## config.mk

```make
export PLATFORM = sky130hd
export DESIGN_NAME = keypad_scan_fifo
export DESIGN_NICKNAME = d
export VERILOG_FILES = /design/src/rtl/keypad_scan_fifo.sv
export SDC_FILE = /design/constraint.sdc
export NUM_CORES = 1
export LEC_CHECK = 0
export CAP_MARGIN = 30
export CORE_UTILIZATION = 55
export CTS_BUF_LIST = sky130_fd_sc_hd__clkbuf_4 sky130_fd_sc_hd__clkbuf_8
export CTS_CLUSTER_DIAMETER = 150
export DETAILED_ROUTE_END_ITERATION = 8
export GPL_ROUTABILITY_DRIVEN = 0
export GPL_TIMING_DRIVEN = 0
export PLACE_DENSITY = 0.91
export SYNTH_ARGS = -nofsm -noshare
export SYNTH_HDL_FRONTEND = slang
export SYNTH_SLANG_ARGS = --single-unit
```

## constraint.sdc

```tcl
create_clock -name clk -period 3.6 [get_ports clk]
set_clock_uncertainty 0.05 [all_clocks]
set_input_delay 0.54 -clock clk [delete_from_list [all_inputs] [get_ports clk]]
set_output_delay 0.54 -clock clk [all_outputs]
set_load 0.05 [all_outputs]
```

## src/rtl/keypad_scan_fifo.sv

```systemverilog
// keypad_scan_fifo: scans a ROWS x COLS active-low key matrix and debounces the
// resolved key over whole scan frames. Press/release events are queued in a FIFO
// that the CPU reads through a CS/Addr/DataOut peripheral port.
// Optional feature macro: KEYPAD_IRQ_EN adds a registered irq output (STATUS[2]).
module keypad_scan_fifo #(
  parameter int unsigned ROWS       = 4,
  parameter int unsigned COLS       = 4,
  parameter int unsigned SCAN_DIV   = 16,
  parameter int unsigned DEBOUNCE   = 3,
  parameter int unsigned FIFO_DEPTH = 4
) (
  input  logic            clk,
  input  logic            rst_n,
  input  logic            CS,
  input  logic [11:0]     Addr,
  output logic [31:0]     DataOut,
  output logic [ROWS-1:0] row_n,
  input  logic [COLS-1:0] col_n
`ifdef KEYPAD_IRQ_EN
  ,
  output logic            irq
`endif
);

  localparam int unsigned RowW = (ROWS > 1) ? $clog2(ROWS) : 1;
  localparam int unsigned DivW = $clog2(SCAN_DIV);
  localparam int unsigned DebW = $clog2(DEBOUNCE + 1);
  localparam int unsigned PtrW = $clog2(FIFO_DEPTH);
  localparam int unsigned CntW = PtrW + 1;

  // Scan state
  logic [RowW-1:0] row_q, row_d;
  logic [DivW-1:0] div_q, div_d;
  logic [ROWS-1:0] row_n_q, row_n_d;
  logic            last_div, last_row, frame_end;

  // Per-row and per-frame key resolution
  logic            row_hit;
  logic [5:0]      row_code;
  logic            frame_vld_q, frame_vld_d;
  logic [5:0]      frame_code_q, frame_code_d;
  logic            res_vld;
  logic [5:0]      res_code;

  // Debounce state
  logic            cand_vld_q;
  logic [5:0]      cand_code_q;
  logic [DebW-1:0] cnt_q, cnt_next;
  logic            same_as_cand, differs_stable, accept;
  logic            stable_vld_q, stable_vld_d;
  logic [5:0]      stable_code_q, stable_code_d;

  // Second half of a K -> J change, pushed the cycle after the release
  logic            pend_vld_q, pend_vld_d;
  logic [5:0]      pend_code_q, pend_code_d;

  // Event FIFO
  logic            push_vld;
  logic [9:0]      push_data;
  logic [9:0]      mem_q [FIFO_DEPTH];
  logic [PtrW-1:0] wr_ptr_q, rd_ptr_q;
  logic [CntW-1:0] count_q, count_d;
  logic            ovf_q, ovf_d;
  logic            full, pop, do_push, drop;

  // Peripheral port
  logic            rd_event, rd_status;
  logic [31:0]     data_q, data_d;
  logic            irq_bit;
  logic            unused_addr;

  assign unused_addr = ^Addr[11:4];

`ifdef KEYPAD_IRQ_EN
  logic irq_q;
  assign irq     = irq_q;
  assign irq_bit = irq_q;
`else
  assign irq_bit = 1'b0;
`endif

  assign row_n   = row_n_q;
  assign DataOut = data_q;

  // Row and divider sequencing; row_n is registered so it tracks row_q exactly
  always_comb begin
    last_div  = (div_q == DivW'(SCAN_DIV - 1));
    last_row  = (row_q == RowW'(ROWS - 1));
    frame_end = last_div && last_row;
    div_d     = last_div ? '0 : div_q + DivW'(1);
    row_d     = row_q;
    if (last_div) begin
      row_d = last_row ? '0 : row_q + RowW'(1);
    end
    row_n_d = ~(ROWS'(1) << row_d);
  end

  // Lowest active column of the driven row
  always_comb begin
    row_hit  = 1'b0;
    row_code = '0;
    for (int c = COLS - 1; c >= 0; c--) begin
      if (!col_n[c]) begin
        row_hit  = 1'b1;
        row_code = 6'(row_q) * 6'(COLS) + 6'(c);
      end
    end
  end

  // Frame accumulation and debounce match counting
  always_comb begin
    frame_vld_d  = frame_vld_q;
    frame_code_d = frame_code_q;
    if (last_div) begin
      if (last_row) begin
        frame_vld_d  = 1'b0;
        frame_code_d = '0;
      end else if (!frame_vld_q && row_hit) begin
        frame_vld_d  = 1'b1;
        frame_code_d = row_code;
      end
    end
    // Earlier rows always carry lower codes, so an earlier hit wins
    res_vld  = frame_vld_q || row_hit;
    res_code = frame_vld_q ? frame_code_q : (row_hit ? row_code : 6'd0);

    same_as_cand = (res_vld == cand_vld_q) && (!res_vld || (res_code == cand_code_q));
    if (same_as_cand) begin
      cnt_next = (cnt_q == DebW'(DEBOUNCE)) ? cnt_q : cnt_q + DebW'(1);
    end else begin
      cnt_next = DebW'(1);
    end
    differs_stable = (res_vld != stable_vld_q) || (res_vld && (res_code != stable_code_q));
    accept         = frame_end && (cnt_next == DebW'(DEBOUNCE)) && differs_stable;
  end

  // Event generation on an accepted stable-state change
  always_comb begin
    push_vld      = pend_vld_q;
    push_data     = {2'b01, 2'b00, pend_code_q};
    pend_vld_d    = 1'b0;
    pend_code_d   = pend_code_q;
    stable_vld_d  = stable_vld_q;
    stable_code_d = stable_code_q;
    if (accept) begin
      stable_vld_d  = res_vld;
      stable_code_d = res_code;
      push_vld      = 1'b1;
      if (stable_vld_q) begin
        push_data   = {2'b11, 2'b00, stable_code_q};
        pend_vld_d  = res_vld;
        pend_code_d = res_code;
      end else begin
        push_data = {2'b01, 2'b00, res_code};
      end
    end
  end

  // FIFO control and register read decode
  always_comb begin
    rd_event  = CS && (Addr[3:0] == 4'h0);
    rd_status = CS && (Addr[3:0] == 4'h4);
    full      = (count_q == CntW'(FIFO_DEPTH));
    pop       = rd_event && (count_q != '0);
    // A pop frees the slot the same-cycle push lands in
    do_push   = push_vld && (!full || pop);
    drop      = push_vld && full && !pop;

    count_d = count_q;
    if (do_push && !pop) begin
      count_d = count_q + CntW'(1);
    end else if (!do_push && pop) begin
      count_d = count_q - CntW'(1);
    end

    ovf_d = ovf_q;
    if (drop) begin
      ovf_d = 1'b1;
    end else if (rd_status) begin
      ovf_d = 1'b0;
    end

    data_d = '0;
    if (CS) begin
      case (Addr[3:0])
        4'h0:    data_d = (count_q != '0) ? {22'd0, mem_q[rd_ptr_q]} : 32'd0;
        4'h4:    data_d = {16'd0, 8'(count_q), 5'd0, irq_bit, ovf_q, stable_vld_q};
        4'h8:    data_d = {8'd0, 8'(ROWS), 8'(COLS), 8'(FIFO_DEPTH)};
        default: data_d = '0;
      endcase
    end
  end

  // Scan, frame and debounce registers
  always_ff @(posedge clk or negedge rst_n) begin
    if (!rst_n) begin
      row_q         <= '0;
      div_q         <= '0;
      row_n_q       <= '1;
      frame_vld_q   <= 1'b0;
      frame_code_q  <= '0;
      cand_vld_q    <= 1'b0;
      cand_code_q   <= '0;
      cnt_q         <= '0;
      stable_vld_q  <= 1'b0;
      stable_code_q <= '0;
      pend_vld_q    <= 1'b0;
      pend_code_q   <= '0;
    end else begin
      row_q         <= row_d;
      div_q         <= div_d;
      row_n_q       <= row_n_d;
      frame_vld_q   <= frame_vld_d;
      frame_code_q  <= frame_code_d;
      if (frame_end) begin
        cand_vld_q  <= res_vld;
        cand_code_q <= res_code;
        cnt_q       <= cnt_next;
      end
      stable_vld_q  <= stable_vld_d;
      stable_code_q <= stable_code_d;
      pend_vld_q    <= pend_vld_d;
      pend_code_q   <= pend_code_d;
    end
  end

  // FIFO storage; emptiness is tracked by count, so no reset is needed here
  always_ff @(posedge clk) begin
    if (do_push) begin
      mem_q[wr_ptr_q] <= push_data;
    end
  end

  // FIFO pointers, count and sticky overflow
  always_ff @(posedge clk or negedge rst_n) begin
    if (!rst_n) begin
      wr_ptr_q <= '0;
      rd_ptr_q <= '0;
      count_q  <= '0;
      ovf_q    <= 1'b0;
    end else begin
      if (do_push) begin
        wr_ptr_q <= wr_ptr_q + PtrW'(1);
      end
      if (pop) begin
        rd_ptr_q <= rd_ptr_q + PtrW'(1);
      end
      count_q <= count_d;
      ovf_q   <= ovf_d;
    end
  end

  // Registered read data (and irq when enabled)
  always_ff @(posedge clk or negedge rst_n) begin
    if (!rst_n) begin
      data_q <= '0;
`ifdef KEYPAD_IRQ_EN
      irq_q  <= 1'b0;
`endif
    end else begin
      data_q <= data_d;
`ifdef KEYPAD_IRQ_EN
      irq_q  <= (count_q != '0) || ovf_q;
`endif
    end
  end

endmodule

```

# --- After elaboration in Yosys (flattened, before gate mapping) ---
# Memory sizes are Yosys's and may differ from the RTL's.
# Index checks and enable logic that the tools add are counted.
word_totals:
  ff_bits: 80
  ram_bits: 40
  out_inout_bits: 36
  n_memories: 1
op_classes:
  n_addsub: 10
  eq_ne: 11
  shifts: 1
  mux: 33
  bitwise_logic: 1
  n_reduce_logical: 30
memory_table:
  columns: ["memory", "depth", "width", "rd", "rd_ports_with_merged_regs", "wr", "line", "rtl"]
  rows:
  - ["mem_q", 4, 10, 1, 0, 1, "60", "logic [9:0] mem_q [FIFO_DEPTH];"]
ops:
  columns: ["operator", "n"]
  rows:
  - ["$pmux W19 S3", 1]
  - ["$mux W6", 6]
  - ["$mux W10", 3]
  - ["$mux W19", 1]
  - ["$logic_and A1 B1 Y1", 14]
  - ["$mux W1", 13]
  - ["$add A4 B2 Y5 const B", 2]
  - ["$mux W5", 2]
  - ["$add A2 B1 Y2 const B", 4]
  - ["$eq A4 B4 Y1 const B", 2]
  - ["$mux W2", 4]
  - ["$eq A2 B2 Y1 const B", 3]
  - ["$eq A6 B6 Y1", 1]
  - ["$mux W3", 2]
  - ["$ne A6 B6 Y1", 1]
  - ["$reduce_bool A2 Y1", 3]
  - ["$add A4 B1 Y5 const B", 1]
  - ["$logic_not A1 Y1", 5]
  - ["$add A4 B1 Y4 const B", 1]
  - ["$eq A4 B3 Y1 const B", 1]
  - ["$logic_not A4 Y1", 1]
  - ["$logic_or A1 B1 Y1", 4]
  - ["$mux W4", 1]
  - ["$not A4 Y4", 1]
  - ["8 further kinds", 9]

# --- Longest topological paths before layout ---
# Gate-level depths: netlist (run 1).
depth:
  depth_word: 20
  ltp_mapped: 15
  depth_no_buf: 12

# --- Worst setup path after synthesis (run 1) ---
# Ideal clock, no wire load.
synth_path:
  path_type: "input port to flip-flop"
  startpoint: "input col_n[3]"
  endpoint: "register count_q[2]"
  arrival_time_ps: 2962
  required_time_ps: 3471
  slack_ps: 509
  cell_stages: 13
  cell_sequence: "a41oi_1 -> a22oi_2 -> xor2_1 -> a41oi_1 -> a211o_1 -> buf_6 -> a21boi_4 -> ha_1 -> inv_1 -> fa_1 -> xor2_1 -> nor2_1 -> xor2_1"
synth_between:
  elab_chain_cells: 18
  elab_cells_between_ends: 31
  classes_between: "5 x eq/ne; 13 x mux; 13 x reduce/logical"
synth_lines:
  columns: ["item", "line", "rtl"]
  rows:
  - ["start: declaration", "18", "input logic [COLS-1:0] col_n"]
  - ["$mux W5 / $mux W1 (equally long branches) (2 in a row)", "103", "if (!col_n[c]) begin"]
  - ["$mux W6 / $mux W1 (equally long branches) (2 in a row)", "103", null]
  - ["$mux W6 (2 in a row)", "125", "res_code = frame_vld_q ? frame_code_q : (row_hit ? row_code : 6'd0);"]
  - ["$eq A6 B6 Y1", "127", "same_as_cand = (res_vld == cand_vld_q) && (!res_vld || (res_code == cand_code_q));"]
  - ["$logic_or A1 B1 Y1", "127", null]
  - ["$logic_and A1 B1 Y1", "127", null]
  - ["$mux W2", "128", "if (same_as_cand) begin"]
  - ["$eq A2 B2 Y1", "134", "accept = frame_end && (cnt_next == DebW'(DEBOUNCE)) && differs_stable;"]
  - ["$logic_and A1 B1 Y1", "134", null]
  - ["$logic_and A1 B1 Y1 *", "134", null]
  - ["$mux W1 *", "145", "if (accept) begin"]
  - ["$logic_and A1 B1 Y1 *", "166", "do_push = push_vld && (!full || pop);"]
  - ["via do_push", "64", "logic full, pop, do_push, drop;"]
  - ["$logic_not A1 Y1", "172", "end else if (!do_push && pop) begin"]
  - ["$logic_and A1 B1 Y1", "172", null]
  - ["$reduce_bool A2 Y1 (no source line)", null, null]
  - ["end signal: assignment", "248", "count_q <= count_d;"]
  - ["end: declaration", "62", "logic [CntW-1:0] count_q, count_d;"]
# The timed path passes the listed nets; every way through them passes the cells marked *.
# A chain may end at the register's enable or synchronous reset.

# --- Worst setup path after layout (run 1) ---
layout_path:
  startpoint: "input col_n[0]"
  endpoint: "register count_q[2]"
layout_between:
  elab_chain_cells: 15
  elab_cells_between_ends: 25
  classes_between: "5 x eq/ne; 7 x mux; 13 x reduce/logical"
layout_lines:
  columns: ["item", "line"]
  rows:
  - ["$mux W6 / $mux W1 (equally long branches)", "103"]
  - ["$mux W6 (2 in a row)", "125"]
  - ["$eq A6 B6 Y1", "127"]
  - ["$logic_or A1 B1 Y1", "127"]
  - ["$logic_and A1 B1 Y1", "127"]
  - ["$mux W2", "128"]
  - ["$eq A2 B2 Y1", "134"]
  - ["$logic_and A1 B1 Y1", "134"]
  - ["$logic_and A1 B1 Y1 *", "134"]
  - ["$mux W1 *", "145"]
  - ["$logic_and A1 B1 Y1 *", "166"]
  - ["via do_push", "64"]
  - ["$logic_not A1 Y1", "172"]
  - ["$logic_and A1 B1 Y1", "172"]
  - ["$reduce_bool A2 Y1 (no source line)", null]
# Marked as above.

==> impl_metrics.json, run 1 <==
{
  "status": "completed",
  "viasPerCell": 5.64,
  "power.density_nw_per_um2": 475,
  "root_buffer": "clkbuf_8",
  "row_count": 27,
  "critPathLaunchType": "primary input",
  "io_pins": 55,
  "grt_overflow": 0,
  "die_h_um": 78.4,
  "fmax_ghz": 0.284,
  "grt_use_met3_pct": 5.23,
  "finalPower_mw": 1.86,
  "worstSetupPathType": "in2reg",
  "dr.pass1.iters": 6,
  "cp_num_cells": 14,
  "synthArstFlopShare_pct": 70.6,
  "vias": 2393,
  "ctsLongestPathBuffers": 2,
  "postCtsHoldBufs": 0,
  "cts_buffers": 9,
  "synth_cell_types": 46,
  "synthCells": 284,
  "synthFlopType": "dfrtp_1",
  "routed_wl_mm": 7.11,
  "vdd.ir_drop.worst_mv": 0.252,
  "detail-route-antenna-nets": 0,
  "ys_seq_area_share_pct": 56.2,
  "worstPathArrival_ns": 3.74,
  "drive_gt1_share_pct": 19.6,
  "syn_avg_cell_area_um2": 11.3,
  "worstPathCellList": "clkdlybuf4s50_1 -> nand2_1 -> o31a_1 -> xnor2_1 -> o41ai_1 -> a211o_1 -> buf_6 -> a21boi_4 -> ha_1 -> inv_1 -> fa_1 -> xor2_1 -> nor2_1 -> xor2_1",
  "synth_top_area_cell": "dfrtp_1",
  "p_leak_nw": 1.70,
  "fin_crit_sh_pct": 97.7,
  "grt_max_degree": 38,
  "critPathTopFamily": "compound AO/OA/AOI/OAI gates",
  "critical-path-max-stage-delay_ns": 0.58,
  "regArea_um2": 1810,
  "initial_utilization_pct": 57.6,
  "end_kind": "register",
  "clkSlewWorstSetupHoldPaths_ns": 0.07,
  "clkSinkCount": 68,
  "initialDrtViolationCount": 217,
  "synth_enable_flop_cells": 20,
  "io_buffers": 22,
  "min_path_type": "in2async",
  "fp.dieArea_um2": 6150,
  "drc": 0,
  "cts_tree": "built",
  "finalHoldViolCount": 0,
  "synthToLayoutAreaGrowth_pct": 22.1,
  "grt.total_usage_pct": 23.9,
  "setup_viol": 0,
  "r2r_slack_ns": 0.08,
  "wl_per_cell_um": 16.8,
  "syn_area_um2": 3210,
  "coreArea_um2": 5570,
  "fin_nets": 375,
  "path_max_fanout": 8,
  "synthTopCellsByArea": "dfrtp_1 (34%), edfxtp_1 (19%), buf_4 (5.6%), nand2_1 (4.1%), mux4_2 (3.5%)",
  "worst_slew_pin_slew_ns": 0.660,
  "gr-usage-met1_pct": 26.7,
  "cap_viol_max_count": 0,
  "synth_warnings": 0,
  "preCtsSetupSlack_ns": -0.546,
  "grt.met2_usage_pct": 40.4,
  "die_w_um": 78.4,
  "antenna_found_initial": 0,
  "cpMostUsedCell": "xor2_1",
  "synth_top_area_share_pct": 34.3,
  "fin_setup_tns_ns": 0,
  "ys_seq_elements": 68,
  "grt_busiest_layer": "met2",
  "first_global_vias": 2263,
  "critPathSlowestCell": "clkdlybuf4s50_1",
  "slew_headroom_pct": 55.9,
  "period_needed_ns": 3.52,
  "worstRegToRegCells": 15,
  "layout_setup_ws_ns": 0.0812,
  "drv_slew": 0,
  "cp.required_ns": 3.82,
  "htree_levels": 3,
  "multi_input_area_um2": 1230,
  "dp_hpwl_mm": 4.52,
  "grt_pass1_wl_mm": 10.7,
  "fillCellCount": 351,
  "path_buf_inv": 3,
  "n_antenna_cell": 0,
  "insertion_delay_ns": 0.35
}
## area by class of cell
| cell class | instances | share of cell area [%] |
|---|---|---|
| sequential | 68 | 46.1 |
| multi-input combinational | 192 | 31.3 |
| timing repair buffer | 29 | 7.15 |
| buffer | 33 | 5.74 |
| clock buffer | 9 | 3.16 |
| clock inverter | 7 | 2.93 |
| tap | 72 | 2.30 |
| inverter | 14 | 1.34 |
## cells in the mapped netlist (2+ instances only)
master    instances
dfrtp_1          44
nand2_1          35
buf_4            24
o21ai_1          22
edfxtp_1         20
nor2_1           16
a21oi_1          13
inv_1            11
and2_1            8
ha_1              8
xor2_1            8
xnor2_1           7
mux4_2            5
o21ai_0           5
clkbuf_1          4
dfstp_2           4
a22o_1            3
a22oi_1           3
buf_2             3
inv_2             3
nand3_1           3
nor3_1            3
a21o_1            2
a22oi_2           2
a41oi_1           2
and3_1            2
mux2i_1           2
nand2b_1          2
nor3b_1           2
nor4_1            2
## power breakdown
| part | leakage, nW | internal [mW] | switching, mW |
|---|---|---|---|
| Combinational | 0.878 | 0.0981 | 0.157 |
| Clock | 0.117 | 0.457 | 0.298 |
| Sequential | 0.702 | 0.823 | 0.0320 |
| Total | 1.70 | 1.38 | 0.486 |
## sequential cells by signal, indices dropped and copies added (netlist names)
| name | flops |
|---|---|
| mem_q | 20 |
| DataOut | 8 |
| cand_code_q | 4 |
| div_q | 4 |
| frame_code_q | 4 |
| pend_code_q | 4 |
| row_n | 4 |
| stable_code_q | 4 |
| count_q | 3 |
| cnt_q | 2 |
| rd_ptr_q | 2 |
| row_q | 2 |
| wr_ptr_q | 2 |
| cand_vld_q | 1 |
| frame_vld_q | 1 |
| ovf_q | 1 |
| pend_vld_q | 1 |
| stable_vld_q | 1 |
## through the flow
step	instance area, um^2	utilization (%)	hold slack (ns)	std cells
2_1_floorplan	3300	-	0.194	307
3_3_place_gp	3610	64.8	0.421	401
3_5_place_dp	3630	65.1	0.391	403
4_1_cts	3900	69.9	0.0227	423
5_1_grt	3920	70.4	0.0258	424
6_report	3920	70.4	0.0152	424
## kinds of logic (layout without fill, tap and decap cells)
| kind of cell | after synthesis | after routing | synth area share (%) |
|---|---|---|---|
| adders and majority gates | 9 | 9 | 3.74 |
| AOI/OAI and AO/OA | 59 | 59 | 11.7 |
| other | 1 | 24 | 0.117 |
| DFF | 68 | 68 | 56.2 |
| and+or+nand+nor | 76 | 76 | 10.7 |
| muxes | 9 | 9 | 4.83 |
| xor gates and xnor gates | 15 | 15 | 4.09 |
| buffers and inverters | 47 | 92 | 8.64 |
## routing by layer
layer	share of wire [%]	up-vias
li1	-	1056
met1	36	1152
met2	52	149
met3	7.3	36
met4	4.6	0
met5	0	-
## layout by cell type (no fill, tap or decap), types with 2 or more instances in the layout
cell type	Yosys	routed
o21ai_0	5	5
clkdlybuf4s50_1	0	20
a21oi_1	13	13
a22oi_1	3	3
conb_1	1	24
dfstp_2	4	4
nand3_1	3	3
a22oi_2	2	2
nand2b_1	2	2
clkbuf_8	0	9
nor3b_1	2	2
mux2i_1	2	2
and2_1	8	8
edfxtp_1	20	20
dfrtp_1	44	44
inv_1	11	11
nand2_1	35	35
xnor2_1	7	7
a21o_1	2	2
nor2_1	16	16
clkbuf_1	4	4
a22o_1	3	3
mux4_2	5	5
buf_4	24	29
nor3_1	3	3
nor4_1	2	2
inv_2	3	3
ha_1	8	8
o21ai_1	22	22
buf_2	3	5
bufinv_16	0	3
and3_1	2	2
xor2_1	8	8
## final timing paths
check	from	end
setup reg to reg	div_q[0]$_DFF_PN0_	count_q[2]$_DFFE_PN0P_
setup / recovery	col_n[0]	count_q[2]$_DFFE_PN0P_
hold / removal	rst_n	frame_code_q[1]$_DFFE_PN0P_
max in group asynchronous	rst_n	DataOut[10]$_DFF_PN0_
hold reg to reg	div_q[0]$_DFF_PN0_	div_q[0]$_DFF_PN0_
min in group clk	div_q[0]$_DFF_PN0_	div_q[0]$_DFF_PN0_
## what timing repair did
action	CTS	global route
pin swaps	3	2
endpoints found under the setup margin	2	2
hold endpoints to repair	0	0
cloned	0	0
resized for setup	0	3
setup buffers	4	1
Note: power is estimated with default switching activity, not from simulation.
==> run 2, diff against run 1 <==
--- a/config.mk
+++ b/config.mk
@@ -13,6 +13,7 @@
 export GPL_ROUTABILITY_DRIVEN = 0
 export GPL_TIMING_DRIVEN = 0
 export PLACE_DENSITY = 0.91
+export SETUP_SLACK_MARGIN = 0.02
 export SYNTH_ARGS = -nofsm -noshare
 export SYNTH_HDL_FRONTEND = slang
 export SYNTH_SLANG_ARGS = --single-unit
==> run 2 against run 1 <==
  * Count of clock-buffer cells in the layout did not move
  * Die area did not move
  * Critical endpoint unchanged
  * Clock power barely moved
  * Critical path depth did not move
  * Largest power group unchanged
  * Combinational power barely moved
==> impl_metrics.json, run 2 (same netlist as run 1, synthesis figures left out) <==
{
  "status": "completed",
  "cts_tree": "built",
  "cap_viol_max_count": 0,
  "htree_levels": 3,
  "cts_buffers": 9,
  "initial_utilization_pct": 57.6,
  "worstSetupPathType": "in2reg",
  "antenna_found_initial": 0,
  "path_max_fanout": 8,
  "first_global_vias": 2347,
  "n_antenna_cell": 0,
  "power.density_nw_per_um2": 472,
  "critPathLaunchType": "primary input",
  "clkSinkCount": 68,
  "viasPerCell": 5.52,
  "drive_gt1_share_pct": 20.5,
  "fin_crit_sh_pct": 96.7,
  "slew_headroom_pct": 55.9,
  "fp.dieArea_um2": 6150,
  "wl_per_cell_um": 16.7,
  "drc": 0,
  "row_count": 27,
  "grt_overflow": 0,
  "fmax_ghz": 0.287,
  "insertion_delay_ns": 0.35,
  "finalHoldViolCount": 0,
  "wl_met2_mm": 3.66,
  "min_path_type": "in2async",
  "setup_viol": 0,
  "coreArea_um2": 5570,
  "initialDrtViolationCount": 220,
  "top_layer_used": "met4",
  "clkSlewWorstSetupHoldPaths_ns": 0.07,
  "period_needed_ns": 3.48,
  "vias": 2340,
  "layout_common_cells": "dfrtp_1 (44), nand2_1 (35), buf_4 (29)",
  "grt.total_usage_pct": 24.9,
  "finalPower_mw": 1.86,
  "drv_slew": 0,
  "worst_slew_pin_slew_ns": 0.660,
  "io_buffers": 22,
  "end_kind": "register",
  "grt_pass1_wl_mm": 11.1,
  "die_w_um": 78.4,
  "io_pins": 55,
  "worstPathArrival_ns": 3.70,
  "root_buffer": "clkbuf_8",
  "synthToLayoutAreaGrowth_pct": 22.7,
  "postCtsHoldBufs": 0,
  "cp.required_ns": 3.82,
  "route.met3.wl_um": 454,
  "detail-route-antenna-nets": 0,
  "fin_util_pct": 70.7,
  "regMostFlops": "mem_q",
  "fin_nets": 375,
  "grt_max_degree": 38,
  "vdd.ir_drop.worst_mv": 0.251,
  "ctsLongestPathBuffers": 2,
  "routed_wl_mm": 7.07,
  "dp_hpwl_mm": 4.52,
  "rsz0062_at_grt": "false",
  "largest_reg_flops": 20,
  "p_leak_nw": 1.71,
  "dr.pass1.iters": 4,
  "wl_met1_mm": 2.57,
  "final_common_cell": "dfrtp_1",
  "die_h_um": 78.4
}
-- run 2: routing by layer --
metal / vias up / GRT usage, %
met5: - / 0
met4: 0 / 20.4
met3: 40 / 5.35
met2: 130 / 42.0
met1: 1115 / 26.8
li1: 1055 / -
-- run 2: final timing paths --
path	slack, ns	cells past startpoint	end	startpoint
worst max register to register	0.18	15	count_q[2]$_DFFE_PN0P_	div_q[0]$_DFF_PN0_
max in group asynchronous	3.00	2	DataOut[10]$_DFF_PN0_	rst_n
worst max-delay path	0.12	14	count_q[2]$_DFFE_PN0P_	col_n[3]
worst min register to register	0.44	1	div_q[0]$_DFF_PN0_	div_q[0]$_DFF_PN0_
min in group clk	0.44	1	div_q[0]$_DFF_PN0_	div_q[0]$_DFF_PN0_
worst min-delay path	0.02	1	frame_code_q[1]$_DFFE_PN0P_	rst_n
-- run 2: cell type report --
type,instances,area [um^2]
flip-flops and latches,68,1810
well taps,72,90.1
plain buffers,33,225
inverters,14,52.6
clock inverters,7,115
multi-input cells,192,1250
repair buffers,29,283
clock buffers,9,124
fillers,345,1630
-- run 2: timing repair --
item                                    CTS  global route
setup buffers                             5             0
endpoints found under the setup margin    2             1
gates resized for setup                   0             7
pin swaps                                 3             2
-- run 2: per-stage QoR --
step / hold slack (ns) / area, um^2 / setup slack, ns / setup TNS, ns / std cells
after floorplan: 0.194 / 3300 / 0.509 / 0 / 307
after global placement: 0.421 / 3610 / -0.356 / -0.661 / 401
after detailed placement: 0.391 / 3630 / -0.546 / -0.942 / 403
after CTS: 0.0227 / 3910 / 0.169 / 0 / 424
after global routing: 0.0258 / 3940 / 0.0124 / 0 / 424
final: 0.0170 / 3940 / 0.118 / 0 / 424
-- run 2: report_power, final --
group,internal (mW),switching [mW],total (mW)
Combinational,0.0980,0.156,0.254
Sequential,0.823,0.0321,0.855
Clock,0.457,0.294,0.752
Total,1.38,0.483,1.86
-- run 2: critical path, cell delays in order --
cell and delay [ns]:
clkdlybuf4s50_1 0.49, and2_1 0.23, o31a_1 0.38, xnor2_1 0.23, o41ai_1 0.10, a211o_1 0.32, buf_6 0.14, a21boi_4 0.15
ha_2 0.21, inv_1 0.05, fa_1 0.39, xor2_1 0.17, nor2_1 0.13, xor2_1 0.16
==> run 3, diff against run 2 <==
--- a/config.mk
+++ b/config.mk
@@ -6,13 +6,14 @@
 export NUM_CORES = 1
 export LEC_CHECK = 0
 export CAP_MARGIN = 30
-export CORE_UTILIZATION = 55
+export CORE_UTILIZATION = 65
 export CTS_BUF_LIST = sky130_fd_sc_hd__clkbuf_4 sky130_fd_sc_hd__clkbuf_8
 export CTS_CLUSTER_DIAMETER = 150
 export DETAILED_ROUTE_END_ITERATION = 8
+export DONT_BUFFER_PORTS = 1
 export GPL_ROUTABILITY_DRIVEN = 0
 export GPL_TIMING_DRIVEN = 0
-export PLACE_DENSITY = 0.91
+export PLACE_DENSITY = 0.9
 export SETUP_SLACK_MARGIN = 0.02
 export SYNTH_ARGS = -nofsm -noshare
 export SYNTH_HDL_FRONTEND = slang
==> run 3 against run 2 <==
  * First-iteration DRC count shrank 48%
  * Register-to-register slack gained 0.07 ns
  * Worst setup slack gained 0.13 ns
  * Sequential share of layout area grew 3.4 points
  * Routed wire length shrank 16%
  * Via count shrank 10%
==> impl_metrics.json, run 3 (same netlist as run 1, synthesis figures left out) <==
{
  "status": "completed",
  "regMostFlops": "mem_q",
  "netSwitchingFraction_pct": 26.8,
  "min_path_type": "in2reg",
  "rsz0062_at_grt": "false",
  "fillCellCount": 290,
  "die_w_um": 72.3,
  "period_needed_ns": 3.35,
  "initialDrtViolationCount": 115,
  "final_common_cell": "dfrtp_1",
  "grt_max_degree": 49,
  "drc": 0,
  "layout_common_cells": "dfrtp_1 (44), nand2_1 (35), buf_4 (27)",
  "row_count": 25,
  "dp_hpwl_mm": 4.00,
  "drive_gt1_share_pct": 20.1,
  "p_int_mw": 1.29,
  "worstPathArrival_ns": 3.52,
  "finalHoldViolCount": 0,
  "p_leak_nw": 1.58,
  "clockPowerShare_pct": 38.4,
  "drv_slew": 0,
  "hold_ws_ns": 0.299,
  "slew_headroom_pct": 55.2,
  "grt_overflow": 0,
  "first_global_vias": 2126,
  "die_h_um": 72.3,
  "ctsLongestPathBuffers": 2,
  "antenna_found_initial": 0,
  "cts_tree": "built",
  "cpMostUsedCell": "xor2_1",
  "grt.total_usage_pct": 26.4,
  "viasPerCell": 5.33,
  "root_buffer": "clkbuf_8",
  "synthToLayoutAreaGrowth_pct": 14.2,
  "worstPathCellList": "clkbuf_4 -> a22oi_2 -> xor2_1 -> a41oi_1 -> a211o_1 -> buf_6 -> a21boi_4 -> ha_1 -> inv_1 -> fa_1 -> xor2_1 -> nor2_1 -> xor2_1",
  "cp.required_ns": 3.78,
  "hold_path_depth": 1,
  "wl_per_cell_um": 15.1,
  "clkSinkCount": 68,
  "routed_wl_mm": 5.96,
  "io_pins": 55,
  "detail-route-antenna-nets": 0,
  "n_antenna_cell": 0,
  "critPathLaunchType": "register",
  "coreArea_um2": 4750,
  "worst_slew_pin_slew_ns": 0.671,
  "worstRegToRegCells": 13,
  "fp.dieArea_um2": 5230,
  "critPathSlowestCell": "dfrtp_1",
  "fin_crit_sh_pct": 93.0,
  "combPwrFrac_pct": 12.5,
  "insertion_delay_ns": 0.34,
  "setup_viol": 0,
  "worstSetupPathType": "reg2reg",
  "clkSlewWorstSetupHoldPaths_ns": 0.07,
  "cap_viol_max_count": 0,
  "critical-path-max-stage-delay_ns": 0.41,
  "initial_utilization_pct": 67.6,
  "end_kind": "register",
  "fmax_ghz": 0.299,
  "fin_nets": 351,
  "instances_no_fill": 395,
  "vias": 2104,
  "fin_util_pct": 77.2,
  "vdd.ir_drop.worst_mv": 0.320,
  "path_max_fanout": 10,
  "dr.pass1.iters": 5,
  "power.density_nw_per_um2": 482,
  "htree_levels": 3,
  "p_seq_share_pct": 49.1,
  "cts_buffers": 9,
  "fin_setup_tns_ns": 0,
  "switchingPower_mw": 0.474,
  "io_buffers": 0,
  "dp.cells": 375,
  "grt_pass1_wl_mm": 10.1,
  "largest_reg_flops": 20
}
-- run 3: cell types whose count changed in the layout (fill, tap and decap cells not counted), moves of 2 or more --
cell,before,now
clkdlybuf4s50_1,19,0
a41oi_1,0,2
a41oi_2,2,0
buf_2,5,3
buf_4,29,27
clkinvlp_4,1,3
dlymetal6s2s_1,2,0
-- run 3: final timing paths --
kind / slack [ns] / startpoint / endpoint
max: 0.25 / frame_vld_q$_DFFE_PN0P_ / count_q[2]$_DFFE_PN0P_
min reg2reg: 0.45 / div_q[0]$_DFF_PN0_ / div_q[0]$_DFF_PN0_
min: 0.30 / Addr[3] / DataOut[2]$_DFF_PN0_
min in group asynchronous: 0.65 / rst_n / DataOut[2]$_DFF_PN0_
max in group asynchronous: 2.57 / rst_n / row_n[2]$_DFF_PN1_
max reg2reg: 0.25 / frame_vld_q$_DFFE_PN0P_ / count_q[2]$_DFFE_PN0P_
-- run 3: final cells by class --
type | instances | area, um^2 | area share (%)
Sequential cell | 68 | 1810 | 49.2
Multi-Input combinational cell | 192 | 1220 | 33.3
Buffer | 32 | 224 | 6.10
Clock buffer | 9 | 124 | 3.38
Clock inverter | 7 | 91.3 | 2.49
Tap cell | 67 | 83.8 | 2.28
Timing Repair Buffer | 6 | 65.1 | 1.77
Inverter | 14 | 52.6 | 1.43
-- run 3: metrics by stage --
step	cell area, um^2	total power, mW	setup slack, ns
2_1_floorplan	3300	1.05	0.509
3_3_place_gp	3380	1.07	0.205
3_5_place_dp	3390	1.08	0.126
4_1_cts	3640	1.77	0.103
5_1_grt	3670	1.83	0.0279
6_report	3670	1.77	0.252
-- run 3: what timing repair did --
action                                  CTS  global route
hold buffers                              2             0
endpoints found under the setup margin    0             2
buffers inserted                          0             3
resized for setup                         0             3
endpoints found under the hold margin    48             0
-- run 3: layer usage --
layer	GRT usage, %	vias to the layer above	part of all wire (%)
met5	0	-	0
met4	14.6	0	2.4
met3	5.14	15	4.0
met2	47.1	69	54
met1	29.6	1014	39
li1	-	1006	-
-- run 3: power groups by stage --
stage / clock (mW) / sequential [mW] / combinational [mW]
final: 0.679 / 0.868 / 0.220
after global routing: 0.719 / 0.873 / 0.237
after CTS: 0.685 / 0.868 / 0.218
after detailed placement: 0 / 0.883 / 0.197
after global placement: 0 / 0.880 / 0.189
after floorplan: 0 / 0.873 / 0.178
-- run 3: worst max-delay path: cells and delay by family, from the launching register on --
kind                       cells  cell delay [ns]
xor gates and xnor gates       3             0.54
AOI/OAI and AO/OA              4             1.11
and+or+nand+nor                1             0.08
buffers and inverters          3             0.40
DFF                            1             0.41
adders and majority gates      2             0.63
